## config.mk

```make
export PLATFORM = sky130hd
export DESIGN_NAME = serial_sub_unit
export DESIGN_NICKNAME = d
export VERILOG_FILES = /design/src/rtl/serial_sub_pkg.sv /design/src/rtl/fs_bit_cell.sv /design/src/rtl/serial_sub_unit.sv
export SDC_FILE = /design/constraint.sdc
export NUM_CORES = 1
export LEC_CHECK = 0
export CAP_MARGIN = 15
export CORE_ASPECT_RATIO = 0.75
export CORE_UTILIZATION = 25
export DETAILED_ROUTE_END_ITERATION = 12
export GPL_ROUTABILITY_DRIVEN = 0
export PLACE_DENSITY_LB_ADDON = 0.1
export SLEW_MARGIN = 10
export SYNTH_ARGS = -nofsm -noshare
export SYNTH_HDL_FRONTEND = slang
export SYNTH_SLANG_ARGS = --single-unit
```

## constraint.sdc

```tcl
create_clock -name clk -period 1.8 [get_ports clk]
set_input_delay 0.45 -clock clk [delete_from_list [all_inputs] [get_ports clk]]
set_output_delay 0.45 -clock clk [all_outputs]
set_load 0.005 [all_outputs]
```

## src/rtl/serial_sub_pkg.sv

```systemverilog
// Shared definitions for the bit-serial subtractor: FSM encoding, default width
// and the 2:1 mux primitive the full-subtractor cell is built from.
package serial_sub_pkg;

    localparam int DEFAULT_N = 4;

    typedef enum logic [1:0] {
        ST_IDLE = 2'd0,
        ST_RUN  = 2'd1,
        ST_DONE = 2'd2
    } state_t;

    function automatic logic mux2(input logic sel, input logic in0, input logic in1);
        return sel ? in1 : in0;
    endfunction

endpackage

```

## src/rtl/fs_bit_cell.sv

```systemverilog
// Combinational 1-bit full subtractor (x - y - bi) assembled from 2:1 muxes.
module fs_bit_cell
    import serial_sub_pkg::*;
(
    input  logic x,
    input  logic y,
    input  logic bi,
    output logic diff,
    output logic bout
);

    logic x_ne_y;

    assign x_ne_y = mux2(y, x, ~x);
    assign diff   = mux2(bi, x_ne_y, ~x_ne_y);
    // When the operand bits differ a borrow happens exactly when y=1; otherwise it propagates.
    assign bout   = mux2(x_ne_y, bi, y);

endmodule

```

## src/rtl/serial_sub_unit.sv

```systemverilog
// Bit-serial N-bit subtractor: d = a - b - bin, LSB first, one full-subtractor
// cell and a registered borrow, plus a<b / a==b flags from the final result.
module serial_sub_unit
    import serial_sub_pkg::*;
#(
    parameter int N  = DEFAULT_N,
    parameter int CW = $clog2(N) + 1
) (
    input  logic         clk,
    input  logic         rst,
    input  logic         start,
    input  logic [N-1:0] a,
    input  logic [N-1:0] b,
    input  logic         bin,
    output logic         busy,
    output logic         done,
    output logic [N-1:0] d,
    output logic         bo,
    output logic         a_lt_b,
    output logic         a_eq_b,
    output state_t       state_dbg
);

    state_t        state, state_next;
    logic [N-1:0]  sa, sb, res, res_shift;
    logic          br, dbit, bnext, last;
    logic [CW-1:0] cnt;

    fs_bit_cell u_cell (
        .x    (sa[0]),
        .y    (sb[0]),
        .bi   (br),
        .diff (dbit),
        .bout (bnext)
    );

    assign last      = (cnt == CW'(N - 1));
    assign state_dbg = state;

    // Result register fills from the MSB end so the LSB lands at bit 0 after N shifts.
    always_comb begin
        res_shift        = res >> 1;
        res_shift[N-1]   = dbit;
    end

    always_comb begin
        state_next = state;
        busy       = 1'b0;
        done       = 1'b0;
        case (state)
            ST_IDLE: if (start) state_next = ST_RUN;
            ST_RUN: begin
                busy = 1'b1;
                if (last) state_next = ST_DONE;
            end
            ST_DONE: begin
                busy       = 1'b1;
                done       = 1'b1;
                state_next = ST_IDLE;
            end
            default: state_next = ST_IDLE;
        endcase
    end

    always_ff @(posedge clk) begin
        if (rst) begin
            state  <= ST_IDLE;
            sa     <= '0;
            sb     <= '0;
            res    <= '0;
            br     <= 1'b0;
            cnt    <= '0;
            d      <= '0;
            bo     <= 1'b0;
            a_lt_b <= 1'b0;
            a_eq_b <= 1'b0;
        end else begin
            state <= state_next;
            case (state)
                ST_IDLE: begin
                    if (start) begin
                        sa  <= a;
                        sb  <= b;
                        br  <= bin;
                        cnt <= '0;
                        res <= '0;
                    end
                end
                ST_RUN: begin
                    sa  <= sa >> 1;
                    sb  <= sb >> 1;
                    res <= res_shift;
                    br  <= bnext;
                    // The counter parks at N-1; the last bit publishes the result.
                    if (!last) begin
                        cnt <= cnt + CW'(1);
                    end else begin
                        d      <= res_shift;
                        bo     <= bnext;
                        a_lt_b <= bnext;
                        a_eq_b <= (res_shift == '0) && !bnext;
                    end
                end
                default: ;
            endcase
        end
    end

endmodule

```

Yosys cells after proc, flatten, opt, wreduce, memory -nomap -nowiden:

Index checks and enable logic that the tools add are counted.

* input bits: 12
* register bits: 24
* word-level logic and storage cells: 47
* output and inout port bits: 11

* add/subtract/negate cells: 1
* bitwise logic cells: 2
* reduce and logical (&&, ||, !) cells: 10
* equal/unequal tests: 6
* mux-type cells: 19

Operator list (number)
* $pmux W4 S2: 3
* $mux W4: 3
* $mux W1: 6
* $mux W3: 2
* $ne A2 B2 Y1 const B: 3
* $pmux W3 S2: 1
* $reduce_and A2 Y1: 3
* $logic_not A4 Y1: 1
* $mux W2: 2
* $pmux W2 S2: 1
* $add A3 B1 Y3 const B: 1
* $eq A3 B2 Y1 const B: 1
* $reduce_and A3 Y1: 1
* $eq A2 B1 Y1 const B: 1
* $eq A2 B2 Y1 const B: 1
* $logic_not A2 Y1: 1
* $not A1 Y1: 2
* $pmux W1 S2: 1
* $reduce_bool A2 Y1: 1
* $reduce_or A2 Y1: 1
* $logic_and A1 B1 Y1: 1
* $logic_not A1 Y1: 1

Depth between registers and ports, before layout:

* word-level depth: 6
* mapped depth: 7
* gate-level depth less buffers: 5

Cells and area by module:

Synthesis repeated with hierarchy kept, for this count alone.

* cells, all modules: 125
* area, all modules: 1162.4 sq um

Modules (own cells, without submodules)
* serial_sub_unit: times used 1, area each 1129.8 sq um, sequential area each 460.4 sq um, cells each 121
* fs_bit_cell: times used 1, area each 32.5 sq um, sequential area each 0.0 sq um, cells each 4

Worst setup path before layout:

No wires, ideal clock.

* path type: reg-to-reg
* start: register state[0] (netlist: state_dbg[0])
* end: register sa[0]
* library setup time: 0.140 ns
* clock period less this slack: 1.487 ns
* data arrival time: 1.347 ns
* path slack: 0.313 ns
* cell stages (with the launch flop): 8
* data required time: 1.660 ns
* path buffers: 2
* cell sequence: dfxtp_1 -> inv_1 -> ha_1 -> buf_6 -> mux2_4 -> buf_6 -> nor2_2 -> a211oi_2

* cells in the longest elaborated chain, start to end: 3
* elaborated cells between the ends (all ways): 6
* those cells by class: eq/ne: 2; mux: 1; reduce/logical: 3

Ends and longest elaborated chain
* start: declaration: line serial_sub_unit.sv:24 `state_t state, state_next;`
* start signal: assignment: line serial_sub_unit.sv:78 `state <= state_next;`
* $eq A2 B1 Y1 / $logic_not A2 Y1 (equally long branches): line serial_sub_unit.sv:79 `case (state)`
* $reduce_bool A2 Y1 (no source line) / $ne A2 B2 Y1 (equally long branches)
* $reduce_and A2 Y1 (no source line)
* end signal: assignment: line serial_sub_unit.sv:90 `sa <= sa >> 1;`
* end: declaration: line serial_sub_unit.sv:25 `logic [N-1:0] sa, sb, res, res_shift;`

Several ways; a longest one is shown, not always the timed one.
A chain may end at the register's enable or synchronous reset.

Final worst setup path:

* start: register state[0] (netlist: state_dbg[0])
* end: output busy

* cells in the longest elaborated chain, start to end: 3
* elaborated cells between the ends (all ways): 4
* those cells by class: eq/ne: 2; mux: 1; reduce/logical: 1

Ends and longest elaborated chain
* $eq A2 B1 Y1 / $eq A2 B2 Y1 (equally long branches): line serial_sub_unit.sv:50 `case (state)`
* $reduce_or A2 Y1 (no source line) (*)
* $mux W1 (*): line serial_sub_unit.sv:50
* end: declaration: line serial_sub_unit.sv:15 `output logic busy,`

Every way passes the cells marked *; elsewhere a longest branch is shown, timed or not.

==> flow_metrics.py <==
metrics = {
    "power": {
        "p_leak_nw": 0.589,
        "ir_drop_uv": 408,
        "power_density_nw_per_um2": 790,
    },
    "sta": {
        "setup_viol": 0,
        "report.final.slew_viol_count": 0,
        "finalHoldViolations": 0,
        "worst_slew_pin_slew_ns": 0.405,
        "rsz0062_at_grt": "false",
        "fin_crit_sh_pct": 91.7,
        "skew_ns": 0.00315,
        "slew_headroom_pct": 73.0,
        "fmax_mhz": 606,
        "setup-tns-final_ns": 0,
        "min_period_ns": 1.65,
    },
    "synth": {
        "synth_ff_type": "dfxtp_1",
        "synth_area_per_cell_um2": 9.29,
        "ys_ff_latch": 23,
        "synth_nets": 152,
        "async_flop_share_pct": 0,
        "synthesis.area_um2": 1240,
        "yosysUniqueCellTypes": 40,
        "yosys_warnings": 0,
        "synth_edf_count": 0,
        "synth_seq_area_share_pct": 37.0,
        "synth_cells": 134,
    },
    "clock_tree": {
        "clkLatencyLatePin_ns": 0.26,
        "cts_tree": "built",
        "cts-root-buf": "clkbuf_8",
        "h-tree-depth": 1,
        "clkTransAtPathRegs_ns": 0.08,
        "hold_buffers": 0,
        "cts_buffers": 3,
        "clk_path_buf_depth": 2,
        "clock-sinks": 23,
    },
    "global_route": {
        "grt_pass1_vias": 932,
        "grt_max_degree": 24,
        "grt_pass1_wl_mm": 4.40,
        "antenna_found_initial": 0,
        "grtUsageTotal_pct": 10.4,
        "gr-total-overflow": 0,
    },
    "critical_path": {
        "cp.arrival_ns": 1.20,
        "crit_path_start_kind": "register",
        "cp.required_ns": 1.35,
        "crit_type": "reg -> out",
        "cp-end-kind": "primary output",
        "cp_max_fo": 4,
        "reg2regPathDepth": 5,
    },
    "routing": {
        "drt_iter0_markers": 36,
        "wl_per_cell_um": 12.5,
        "viasPerCell": 4.69,
        "antenna_left": 0,
        "remaining_drc_errors": 0,
        "num_vias": 999,
        "firstDrtPassIters": 4,
        "wirelength_mm": 2.65,
    },
    "place": {
        "dp.cells": 207,
        "placed_cell_area_um2": 1510,
        "dp_hpwl_mm": 1.95,
        "port_buffers": 22,
    },
    "finish": {
        "layout-drive-gt1-share_pct": 16.0,
        "area_delta_synth_final_pct": 26.6,
        "n_fill_cell": 482,
        "stdcell_area_um2": 1580,
        "stdcell_count": 213,
        "final_common_cell": "dfxtp_1",
        "finalNetCount": 175,
        "seq_area_um2": 463,
        "multi_input_area_um2": 688,
        "antennaDiodeCount": 0,
        "mostFrequentLayoutCells": "21 x dfxtp_1, 20 x clkdlybuf4s50_1, 14 x nand2_1, 11 x a21oi_1, 8 x nor2_1",
    },
    "outcome": {
        "outcome": "finished clean",
    },
    "min_path": {
        "hp-class": "reg -> reg",
        "min_path_cells": 2,
    },
    "floorplan": {
        "pin_count": 23,
        "core_area_um2": 4620,
        "die_height_um": 63.1,
        "die-width_um": 83.5,
        "rows": 21,
        "initial_core_util_pct": 26.9,
        "fp.dieArea_um2": 5270,
    },
    "flow_run": {
        "drv_cap": 0,
    },
}
==> kinds of logic after synthesis <==
family / synth area share (%)
AND/OR/NAND/NOR: 18.3
XOR/XNOR: 2.61
multiplexers: 7.84
flip-flops: 37.0
AO/OA/AOI/OAI: 20.5
adder cells (fa/ha/maj): 6.03
buffers and inverters: 7.74
==> worst paths after layout <==
path | endpoint | slack [ns] | startpoint
setup / recovery | busy | 0.15 | state_dbg[0]
hold / removal | d[2] | 0.46 | d[2]
setup reg to reg | a_lt_b | 0.18 | cnt[0]
hold reg to reg | d[2] | 0.46 | d[2]
==> cell usage after synthesis (2+ instances only) <==
cell / count / area (um2)
o21bai_1: 2 / 15.0
nand3b_1: 3 / 22.5
dfxtp_1: 23 / 460
o21ai_1: 2 / 10.0
nor2_2: 4 / 25.0
ha_1: 6 / 75.1
buf_2: 4 / 20.0
a32oi_1: 3 / 26.3
nor3_1: 2 / 10.0
a21oi_1: 11 / 55.1
nand3_1: 3 / 15.0
inv_1: 6 / 22.5
nor2_1: 8 / 30.0
nor2b_1: 2 / 12.5
buf_6: 3 / 33.8
mux2i_1: 6 / 60.1
a21o_1: 2 / 15.0
a211oi_2: 6 / 75.1
nand2b_1: 4 / 25.0
nand2_1: 14 / 52.6
==> registers in the layout (all words and copies together) (netlist names) <==
register   flops
res            3
d              4
cnt            3
br             1
sa             4
a_lt_b         1
sb             4
a_eq_b         1
state_dbg      2
==> layout make-up <==
| class | count | area share, % |
|---|---|---|
| Inverter | 6 | 1.43 |
| Multi-Input combinational cell | 94 | 43.7 |
| Tap cell | 57 | 4.52 |
| Sequential cell | 23 | 29.4 |
| Clock buffer | 4 | 2.86 |
| Timing Repair Buffer | 29 | 18.2 |
==> through the flow <==
step	power [mW]	hold WS [ns]	setup slack, ns	utilization [%]
floorplan	0.846	0.436	0.313	-
global placement	0.932	0.445	0.0461	32.7
detailed placement	0.938	0.450	0.0182	32.7
CTS	1.27	0.462	0.0148	34.0
global route	1.33	0.481	0.00912	34.1
finish	1.25	0.456	0.150	34.1
==> what timing repair did <==
item	CTS	global route
endpoints found under the setup margin	2	1
gates resized for setup	4	1
setup buffers	2	0
==> worst max-delay path: stages, from the launching register on <==
cell	delay (ns)
dfxtp_2	0.34
inv_2	0.05
ha_1	0.28
dlygate4sd2_1	0.26
==> per-layer routing <==
layer / vias up / track usage (%) / routed length (um)
li1: 513 / - / -
met1: 462 / 13.7 / 1330
met2: 22 / 17.2 / 1190
met3: 2 / 2.88 / 126
met4: 0 / 1.91 / 13
met5: - / 0 / 0
==> where the power goes <==
| group | total [mW] | internal, mW | leakage [nW] | switching [mW] |
|---|---|---|---|---|
| combinational | 0.347 | 0.177 | 0.378 | 0.171 |
| clock | 0.317 | 0.158 | 0.0228 | 0.159 |
| sequential | 0.581 | 0.546 | 0.188 | 0.0355 |
| total | 1.25 | 0.880 | 0.589 | 0.365 |
Power figures use the tool's default switching activity.
